==> config.mk <==
export PLATFORM = sky130hd
export DESIGN_NAME = thermal_governor_flat
export DESIGN_NICKNAME = d
export VERILOG_FILES = /design/src/rtl/thermal_governor_pkg.sv /design/src/rtl/thermal_governor_if.sv /design/src/rtl/thermal_governor_fan_pwm_gen.sv /design/src/rtl/thermal_governor.sv /design/src/flat_wrapper.sv
export SDC_FILE = /design/constraint.sdc
export NUM_CORES = 1
export LEC_CHECK = 0
export ABC_CLOCK_PERIOD_IN_PS = 4700
export CORE_UTILIZATION = 52
export DETAILED_ROUTE_END_ITERATION = 8
export GPL_TIMING_DRIVEN = 0
export PLACE_DENSITY = 0.81
export SLEW_MARGIN = 20
export SYNTH_ARGS = -nofsm -noshare
export SYNTH_HDL_FRONTEND = slang
export SYNTH_HIERARCHICAL = 1
export SYNTH_SLANG_ARGS = --single-unit
export TNS_END_PERCENT = 5
==> constraint.sdc <==
create_clock -name clk -period 4.7 [get_ports clk]
set_clock_uncertainty 0.1 [all_clocks]
set_input_delay 1.41 -clock clk [delete_from_list [all_inputs] [get_ports clk]]
set_output_delay 1.41 -clock clk [all_outputs]
set_load 0.03 [all_outputs]
==> src/rtl/thermal_governor_pkg.sv <==
// Shared types and defaults for the thermal governor: FSM state encoding,
// temperature thresholds and fan duty constants.
package thermal_gov_pkg;

  typedef enum logic [2:0] {
    NORMAL   = 3'd0,
    WARM     = 3'd1,
    THROTTLE = 3'd2,
    SHUTDOWN = 3'd3,
    COOLDOWN = 3'd4
  } gov_state_e;

  localparam logic [7:0]  DEF_T_WARM  = 8'd90;
  localparam logic [7:0]  DEF_T_HOT   = 8'd110;
  localparam logic [7:0]  DEF_T_CRIT  = 8'd125;
  localparam logic [7:0]  DEF_HYST    = 8'd5;
  localparam logic [7:0]  DEF_F_MAX   = 8'd100;
  localparam logic [7:0]  DEF_F_MIN   = 8'd20;
  localparam logic [7:0]  DEF_F_STEP  = 8'd1;
  localparam logic [15:0] DEF_P_LIMIT = 16'd3000;

  localparam logic [7:0] DUTY_IDLE      = 8'h40;
  localparam logic [7:0] DUTY_WARM_BASE = 8'h80;
  localparam logic [7:0] DUTY_FULL      = 8'hFF;

  // WARM fan duty rises 4 codes per degree above t_warm; below t_warm (inside
  // the hysteresis band) it stays at the base duty.
  function automatic logic [7:0] warm_duty(input logic [7:0] temp, input logic [7:0] t_warm);
    logic [9:0] w_sum;
    if (temp < t_warm) return DUTY_WARM_BASE;
    w_sum = 10'(DUTY_WARM_BASE) + (10'(temp - t_warm) << 2);
    return (w_sum > 10'd255) ? DUTY_FULL : w_sum[7:0];
  endfunction

endpackage

==> src/rtl/thermal_governor_if.sv <==
// Sensor inputs and control outputs of the thermal governor, bundled as one
// interface; the governor is the slave, its environment the master.
interface thermal_governor_if;
  import thermal_gov_pkg::*;

  logic [7:0]  temperature;
  logic        throttle_request;
  logic [15:0] power_consumption;
  logic        fault_clr;
  logic [7:0]  freq_code;
  logic        fan_pwm;
  logic [7:0]  fan_duty;
  logic        hash_enable;
  gov_state_e  gov_state;
  logic        fault;

  modport master (
    output temperature, throttle_request, power_consumption, fault_clr,
    input  freq_code, fan_pwm, fan_duty, hash_enable, gov_state, fault
  );

  modport slave (
    input  temperature, throttle_request, power_consumption, fault_clr,
    output freq_code, fan_pwm, fan_duty, hash_enable, gov_state, fault
  );
endinterface

==> src/rtl/thermal_governor_fan_pwm_gen.sv <==
// 8-bit fan PWM: free-running counter, duty reloaded only at counter wrap so
// a duty change never produces a runt pulse.
module fan_pwm_gen
  import thermal_gov_pkg::*;
(
  input  logic       clk,
  input  logic       reset,
  input  logic [7:0] i_duty_target,
  output logic [7:0] o_duty,
  output logic       o_pwm
);

  logic [7:0] r_cnt;
  logic [7:0] r_duty;
  logic       r_pwm;

  // NOTE: state registers use non-blocking assignments so every flop samples
  // the pre-edge values of its neighbours, independent of statement order.
  always_ff @(posedge clk or posedge reset) begin
    if (reset) begin
      r_cnt  <= 8'd0;
      r_duty <= DUTY_IDLE;
      r_pwm  <= 1'b0;
    end else begin
      r_cnt <= r_cnt + 8'd1;
      if (r_cnt == 8'hFF) r_duty <= i_duty_target;
      // Full-scale duty is held solid high; zero duty falls out of the compare.
      r_pwm <= (r_duty == DUTY_FULL) || (r_cnt < r_duty);
    end
  end

  assign o_duty = r_duty;
  assign o_pwm  = r_pwm;

endmodule

==> src/rtl/thermal_governor.sv <==
// Hysteretic thermal governor: samples temperature/throttle/power once per
// SAMPLE_DIV clocks and drives PLL frequency code, fan duty and hash enable.
module thermal_governor
  import thermal_gov_pkg::*;
#(
  parameter int          SAMPLE_DIV       = 256,
  parameter logic [7:0]  T_WARM           = DEF_T_WARM,
  parameter logic [7:0]  T_HOT            = DEF_T_HOT,
  parameter logic [7:0]  T_CRIT           = DEF_T_CRIT,
  parameter logic [7:0]  HYST             = DEF_HYST,
  parameter logic [7:0]  F_MAX            = DEF_F_MAX,
  parameter logic [7:0]  F_MIN            = DEF_F_MIN,
  parameter logic [7:0]  F_STEP           = DEF_F_STEP,
  parameter logic [15:0] P_LIMIT          = DEF_P_LIMIT,
  parameter logic [7:0]  COOLDOWN_SAMPLES = 8'd16
) (
  input  logic               clk,
  input  logic               reset,
  thermal_governor_if.slave  bus
);

  localparam int               DIV_W      = $clog2(SAMPLE_DIV);
  localparam logic [DIV_W-1:0] DIV_LAST   = DIV_W'(SAMPLE_DIV - 1);
  localparam logic [7:0]       T_WARM_LO  = T_WARM - HYST;
  localparam logic [7:0]       T_HOT_LO   = T_HOT - HYST;
  localparam logic [8:0]       DERATE_MIN = 9'(F_MIN) + 9'(F_STEP);

  logic [DIV_W-1:0] r_div;
  gov_state_e       r_state;
  logic [7:0]       r_cd;
  logic [7:0]       r_freq;
  logic [7:0]       r_duty_tgt;
  logic             r_hash_en;
  logic             r_fault;

  logic             w_tick;
  gov_state_e       w_next;
  logic [7:0]       w_cd_next;
  logic [7:0]       w_ftgt;
  logic [7:0]       w_freq_next;
  logic [7:0]       w_duty_tgt;

  // Inputs are only looked at on the tick cycle, so the live values at that
  // edge are the sample.
  assign w_tick = (r_div == DIV_LAST);

  // NOTE: every combinational output gets a default before the case so no
  // path leaves it unassigned and no latch is inferred.
  always_comb begin
    w_next    = r_state;
    w_cd_next = r_cd;
    if (bus.temperature >= T_CRIT) begin
      w_next = SHUTDOWN;
    end else begin
      case (r_state)
        NORMAL:   if (bus.temperature >= T_WARM) w_next = WARM;
        WARM:     if (bus.temperature >= T_HOT || bus.throttle_request) w_next = THROTTLE;
                  else if (bus.temperature < T_WARM_LO) w_next = NORMAL;
        THROTTLE: if (bus.temperature < T_HOT_LO && !bus.throttle_request) w_next = WARM;
        SHUTDOWN: if (bus.temperature < T_HOT_LO) begin
                    w_next    = COOLDOWN;
                    w_cd_next = COOLDOWN_SAMPLES;
                  end
        COOLDOWN: if (bus.temperature >= T_HOT) w_next = SHUTDOWN;
                  else if (r_cd <= 8'd1) begin
                    w_next    = NORMAL;
                    w_cd_next = 8'd0;
                  end else w_cd_next = r_cd - 8'd1;
        default:  w_next = NORMAL;
      endcase
    end
  end

  always_comb begin
    w_ftgt     = 8'd0;
    w_duty_tgt = DUTY_FULL;
    case (w_next)
      NORMAL, WARM: begin
        if (bus.power_consumption > P_LIMIT)
          w_ftgt = ({1'b0, r_freq} >= DERATE_MIN) ? r_freq - F_STEP : F_MIN;
        else
          w_ftgt = F_MAX;
        w_duty_tgt = (w_next == NORMAL) ? DUTY_IDLE : warm_duty(bus.temperature, T_WARM);
      end
      THROTTLE, COOLDOWN: w_ftgt = F_MIN;
      default:            w_ftgt = 8'd0;
    endcase

    // Slew toward the target, snapping when closer than one step.
    if (w_next == SHUTDOWN)   w_freq_next = 8'd0;
    else if (w_ftgt > r_freq) w_freq_next = (w_ftgt - r_freq < F_STEP) ? w_ftgt : r_freq + F_STEP;
    else if (w_ftgt < r_freq) w_freq_next = (r_freq - w_ftgt < F_STEP) ? w_ftgt : r_freq - F_STEP;
    else                      w_freq_next = r_freq;
  end

  always_ff @(posedge clk or posedge reset) begin
    if (reset) begin
      r_div      <= '0;
      r_state    <= NORMAL;
      r_cd       <= 8'd0;
      r_freq     <= F_MIN;
      r_duty_tgt <= DUTY_IDLE;
      r_hash_en  <= 1'b0;
      r_fault    <= 1'b0;
    end else begin
      r_div <= w_tick ? '0 : r_div + DIV_W'(1);
      if (w_tick) begin
        r_state    <= w_next;
        r_cd       <= w_cd_next;
        r_freq     <= w_freq_next;
        r_duty_tgt <= w_duty_tgt;
        r_hash_en  <= !(w_next inside {SHUTDOWN, COOLDOWN});
      end
      // Entering SHUTDOWN must win over a clear arriving on the same edge.
      if (w_tick && w_next == SHUTDOWN)             r_fault <= 1'b1;
      else if (bus.fault_clr && r_state != SHUTDOWN) r_fault <= 1'b0;
    end
  end

  fan_pwm_gen u_fan_pwm (
    .clk           (clk),
    .reset         (reset),
    .i_duty_target (r_duty_tgt),
    .o_duty        (bus.fan_duty),
    .o_pwm         (bus.fan_pwm)
  );

  assign bus.freq_code   = r_freq;
  assign bus.hash_enable = r_hash_en;
  assign bus.gov_state   = r_state;
  assign bus.fault       = r_fault;

endmodule

==> src/flat_wrapper.sv <==
// flat-port wrapper written by rule: the top's interface ports become plain ports
module thermal_governor_flat import thermal_gov_pkg::*;
#(
  parameter int          SAMPLE_DIV       = 256,
  parameter logic [7:0]  T_WARM           = DEF_T_WARM,
  parameter logic [7:0]  T_HOT            = DEF_T_HOT,
  parameter logic [7:0]  T_CRIT           = DEF_T_CRIT,
  parameter logic [7:0]  HYST             = DEF_HYST,
  parameter logic [7:0]  F_MAX            = DEF_F_MAX,
  parameter logic [7:0]  F_MIN            = DEF_F_MIN,
  parameter logic [7:0]  F_STEP           = DEF_F_STEP,
  parameter logic [15:0] P_LIMIT          = DEF_P_LIMIT,
  parameter logic [7:0]  COOLDOWN_SAMPLES = 8'd16
)
  (clk, reset, bus_temperature, bus_throttle_request, bus_power_consumption, bus_fault_clr, bus_freq_code, bus_fan_pwm, bus_fan_duty, bus_hash_enable, bus_gov_state, bus_fault);
  thermal_governor_if bus_i ();
  input  logic clk;
  input  logic reset;
  input wire logic [$bits(bus_i.temperature)-1:0] bus_temperature;
  input wire logic [$bits(bus_i.throttle_request)-1:0] bus_throttle_request;
  input wire logic [$bits(bus_i.power_consumption)-1:0] bus_power_consumption;
  input wire logic [$bits(bus_i.fault_clr)-1:0] bus_fault_clr;
  output wire logic [$bits(bus_i.freq_code)-1:0] bus_freq_code;
  output wire logic [$bits(bus_i.fan_pwm)-1:0] bus_fan_pwm;
  output wire logic [$bits(bus_i.fan_duty)-1:0] bus_fan_duty;
  output wire logic [$bits(bus_i.hash_enable)-1:0] bus_hash_enable;
  output wire logic [$bits(bus_i.gov_state)-1:0] bus_gov_state;
  output wire logic [$bits(bus_i.fault)-1:0] bus_fault;
  assign bus_i.temperature = bus_temperature;
  assign bus_i.throttle_request = bus_throttle_request;
  assign bus_i.power_consumption = bus_power_consumption;
  assign bus_i.fault_clr = bus_fault_clr;
  assign bus_freq_code = bus_i.freq_code;
  assign bus_fan_pwm = bus_i.fan_pwm;
  assign bus_fan_duty = bus_i.fan_duty;
  assign bus_hash_enable = bus_i.hash_enable;
  assign bus_gov_state = bus_i.gov_state;
  assign bus_fault = bus_i.fault;
  thermal_governor #(.SAMPLE_DIV(SAMPLE_DIV), .T_WARM(T_WARM), .T_HOT(T_HOT), .T_CRIT(T_CRIT), .HYST(HYST), .F_MAX(F_MAX), .F_MIN(F_MIN), .F_STEP(F_STEP), .P_LIMIT(P_LIMIT), .COOLDOWN_SAMPLES(COOLDOWN_SAMPLES)) u_core (.clk(clk), .reset(reset), .bus(bus_i));
endmodule
==> out/qor.yml <==
timing:
  fin_crit_ns: 5.16
  period_share: 1.10
  worst_pin_slew_ns: 0.845
  fin_ws_ns: -0.460
  grt_setup_unrepaired: "true"
  max_freq_mhz: 194
  hold_viol: 0
  setup_viol: 8
  maxSlewViolCount: 0
  timing.slew.headroom: 0.432
  hold_slack_ns: 0.393
floorplan:
  floorplan.initialDensity: 0.537
  die_w_um: 93.8
  fp.dieH_um: 93.8
  coreArea_um2: 8180
  io_pins: 50
  placementRows: 33
  dieArea_um2: 8810
pwr:
  p_leak_nw: 2.46
  powerDensity_nw_per_um2: 187
  peakVddDrop_uv: 123
  p_total_mw: 1.10
logic_synthesis:
  seq_area_frac_synth: 0.303
  synth-async-reset-ratio: 1.00
  ys_seq_elements: 53
  syn_area_um2: 4390
  syn_area_per_cell_um2: 8.53
  muxShareOfSynthArea: 0.0459
  synth_xor_area_frac: 0.0719
  synth_edf_count: 0
  synthCells: 514
  synth_fp_nets: 571
  synth_compound_area_frac: 0.222
  synth-simple-area-share: 0.219
  synth_top_family_by_area: "compound AO/OA/AOI/OAI gates"
  synth.distinct_cells: 72
  ys_warn_count: 6
  synth_flop_cell: "dfrtp_1"
  synth_fa_ha_area_frac: 0.0853
critical_path:
  critical-path-max-stage-delay_ns: 0.57
  crit_end: "u_core/bus.freq_code[2]"
  cpLargestDelayFamily: "compound AO/OA/AOI/OAI gates"
  ff2ff_path_depth: 19
  worst_ep_required_time_ns: 4.85
  crit_start: "bus_power_consumption[2]"
  timing.rr.start: "u_core/bus.freq_code[1]"
  path_cells: "buf_6 > or4_4 > a311o_1 > o21ai_4 > a21oi_2 > nor2_2 > ha_4 > a31o_2 > a21oi_4 > nor2b_4 > nand2_1 > mux2i_1 > o21ai_1 > o31a_1 > or4b_4 > o211ai_1 > a31oi_1 > o221a_1"
  setup.worst_path.end_class: "flop"
  path_depth: 18
  r2r_end: "u_core/bus.freq_code[5]"
  reg2reg_setup_slack_ns: -0.34
  critical_path_class: "in2reg"
  worst-path-max-fanout: 5
  setup.worst_path.start_class: "primary input"
  cp_slowest_cell: "or4b_4"
  cp.arrival_ns: 5.31
  path_buf_inv: 1
placement:
  post-dp-hpwl_mm: 8.79
  placed_area_um2: 5140
  dp_cells: 665
  io_buffers: 46
  dp_slack_ns: -1.79
  gp_congestion: 0.942
cells_and_area:
  instances_no_fill: 717
  fin_area_um2: 5900
  layout_commonest_cell: "dfrtp_1"
  drive_above_1_share: 0.276
  antenna_cells: 0
  syn2layout_area_growth_pct: 34.5
  layout.nets: 668
  layout_common_cells: "dfrtp_1 (49), buf_4 (48), nor2_1 (39)"
routing:
  drc: 0
  vias: 4529
  drtIter0Drc: 296
  via_per_inst: 6.32
  ant_nets: 0
  first_pass_iters: 5
  wl_per_cell_um: 18.5
  finalWirelength_mm: 13.3
clock_tree:
  cts-htree-levels: 2
  cts_hold_buffers: 0
  cts_tree: "yes"
  cts_made_buffers: 5
  cts.sinks: 53
  clock_latency_ns: 0.32
  cts_max_path_buffers: 2
  clkTransAtPathRegs_ns: 0.10
  cts_root_buf: "clkbuf_8"
global_route:
  antenna_found_initial: 0
  grt_pass1_vias: 4369
  gr-total-overflow: 0
  track_usage: 0.294
  busiest_layer: "met2"
  grtUsageMet2: 0.516
  grt_max_degree: 37
  met3_usage: 0.0437
  grt_pass1_wl_mm: 20.5
  met1_usage: 0.350
hold_path:
  min_from: "u_core/r_duty_tgt[7]"
  hp-class: "reg2reg"
run:
  cap_violations: 0
outcome:
  violations: "negative setup slack"
  status: "complete, but fails checks"
metrics by stage:
step / util / setup TNS [ns]
after CTS: 0.694 / -2.54
after global routing: 0.722 / -3.79
after detailed placement: 0.629 / -14.03
after global placement: 0.629 / -13.76
after floorplan: - / -4.21
final: 0.722 / -3.19
worst min-delay path by stage:
stage	slack, ns	cells after the start	endpoint
after floorplan	0.35	2	u_core/r_duty_tgt[7]
after global placement	0.37	2	u_core/r_duty_tgt[7]
after detailed placement	0.38	2	u_core/r_duty_tgt[7]
after CTS	0.40	2	u_core/r_duty_tgt[7]
after global routing	0.42	1	u_core/u_fan_pwm/o_duty[3]
final	0.39	2	u_core/r_duty_tgt[7]
repair_timing:
item	in CTS	in global routing
endpoints found under the setup margin	8	8
pin swaps	40	30
cloned	0	0
resized for setup	110	34
setup buffers	33	16
registers in the layout (all words and copies together) (netlist names):
register                 count
u_core/bus.fault             1
u_core/bus.freq_code         8
u_core/bus.gov_state         3
u_core/bus.hash_enable       1
u_core/r_cd                  8
u_core/r_div                 8
u_core/r_duty_tgt            7
u_core/u_fan_pwm/o_duty      8
u_core/u_fan_pwm/o_pwm       1
u_core/u_fan_pwm/r_cnt       8
layer usage:
metal	part of all wire	routed length (um)	vias to the layer above
li1	-	-	2066
met2	0.51	6770	217
met3	0.063	839	50
met4	0.042	559	0
met1	0.39	5120	2196
met5	0	0	-
area by class of cell:
| cell class | count | area (um^2) |
|---|---|---|
| well taps | 105 | 131 |
| clock buffers | 5 | 68.8 |
| multi-input cells | 402 | 3260 |
| plain buffers | 16 | 124 |
| inverters | 38 | 143 |
| clock inverters | 3 | 26.3 |
| repair buffers | 95 | 816 |
| flip-flops and latches | 53 | 1330 |
| fillers | 592 | 2270 |
cell usage after synthesis, types with 3 or more instances:
cell type  instances  share of area
a22o_1             5          0.010
o21ai_1            3         0.0034
nand4_1            7          0.010
nand2b_1           6         0.0086
o21ai_0           28          0.032
nor3b_1            7          0.012
mux2_4             8          0.027
o2111ai_1          3         0.0060
a211oi_1           4         0.0068
o21a_1             4         0.0068
dfstp_2            4          0.024
and2_1             4         0.0057
o31ai_1            5         0.0086
dfrtp_1           49           0.28
or2_2              4         0.0057
xor2_1            11          0.022
inv_1             38          0.033
nor2b_1            5         0.0071
nand2_1           40          0.034
o22a_1             4         0.0080
and3_1             4         0.0057
a31o_2             3         0.0060
or4_1              3         0.0051
or3_1              5         0.0071
nand3_1           18          0.021
nor2_1            48          0.041
clkbuf_1          19          0.016
xnor2_1           25          0.050
a31oi_1           10          0.014
a21oi_1           23          0.026
ha_1              29          0.083
a21o_1             4         0.0068
nor3_1            16          0.018
nor4_1             4         0.0057
a41oi_1            4         0.0080
o211ai_1           7          0.012
mux2i_1            7          0.016
power breakdown:
part | internal, mW | leakage, nW | switching, mW | total, mW
combinational | 0.164 | 1.75 | 0.202 | 0.365
clock | 0.109 | 0.0423 | 0.168 | 0.277
sequential | 0.458 | 0.661 | 0.00363 | 0.462
total | 0.730 | 2.46 | 0.374 | 1.10
cells by family (layout without fill, tap and decap cells):
logic type / after synthesis / count (layout)
AOI/OAI and AO/OA: 136 / 136
xor gates and xnor gates: 36 / 36
adders and majority gates: 30 / 30
buffers and inverters: 59 / 157
DFF: 53 / 53
muxes: 16 / 16
and+or+nand+nor: 184 / 184
worst min-delay path: stages (launching register included):
cell and delay (ns):
dfrtp_1 0.36, nand2_1 0.05, nand2_1 0.06
(Power assumes the default switching activity.)
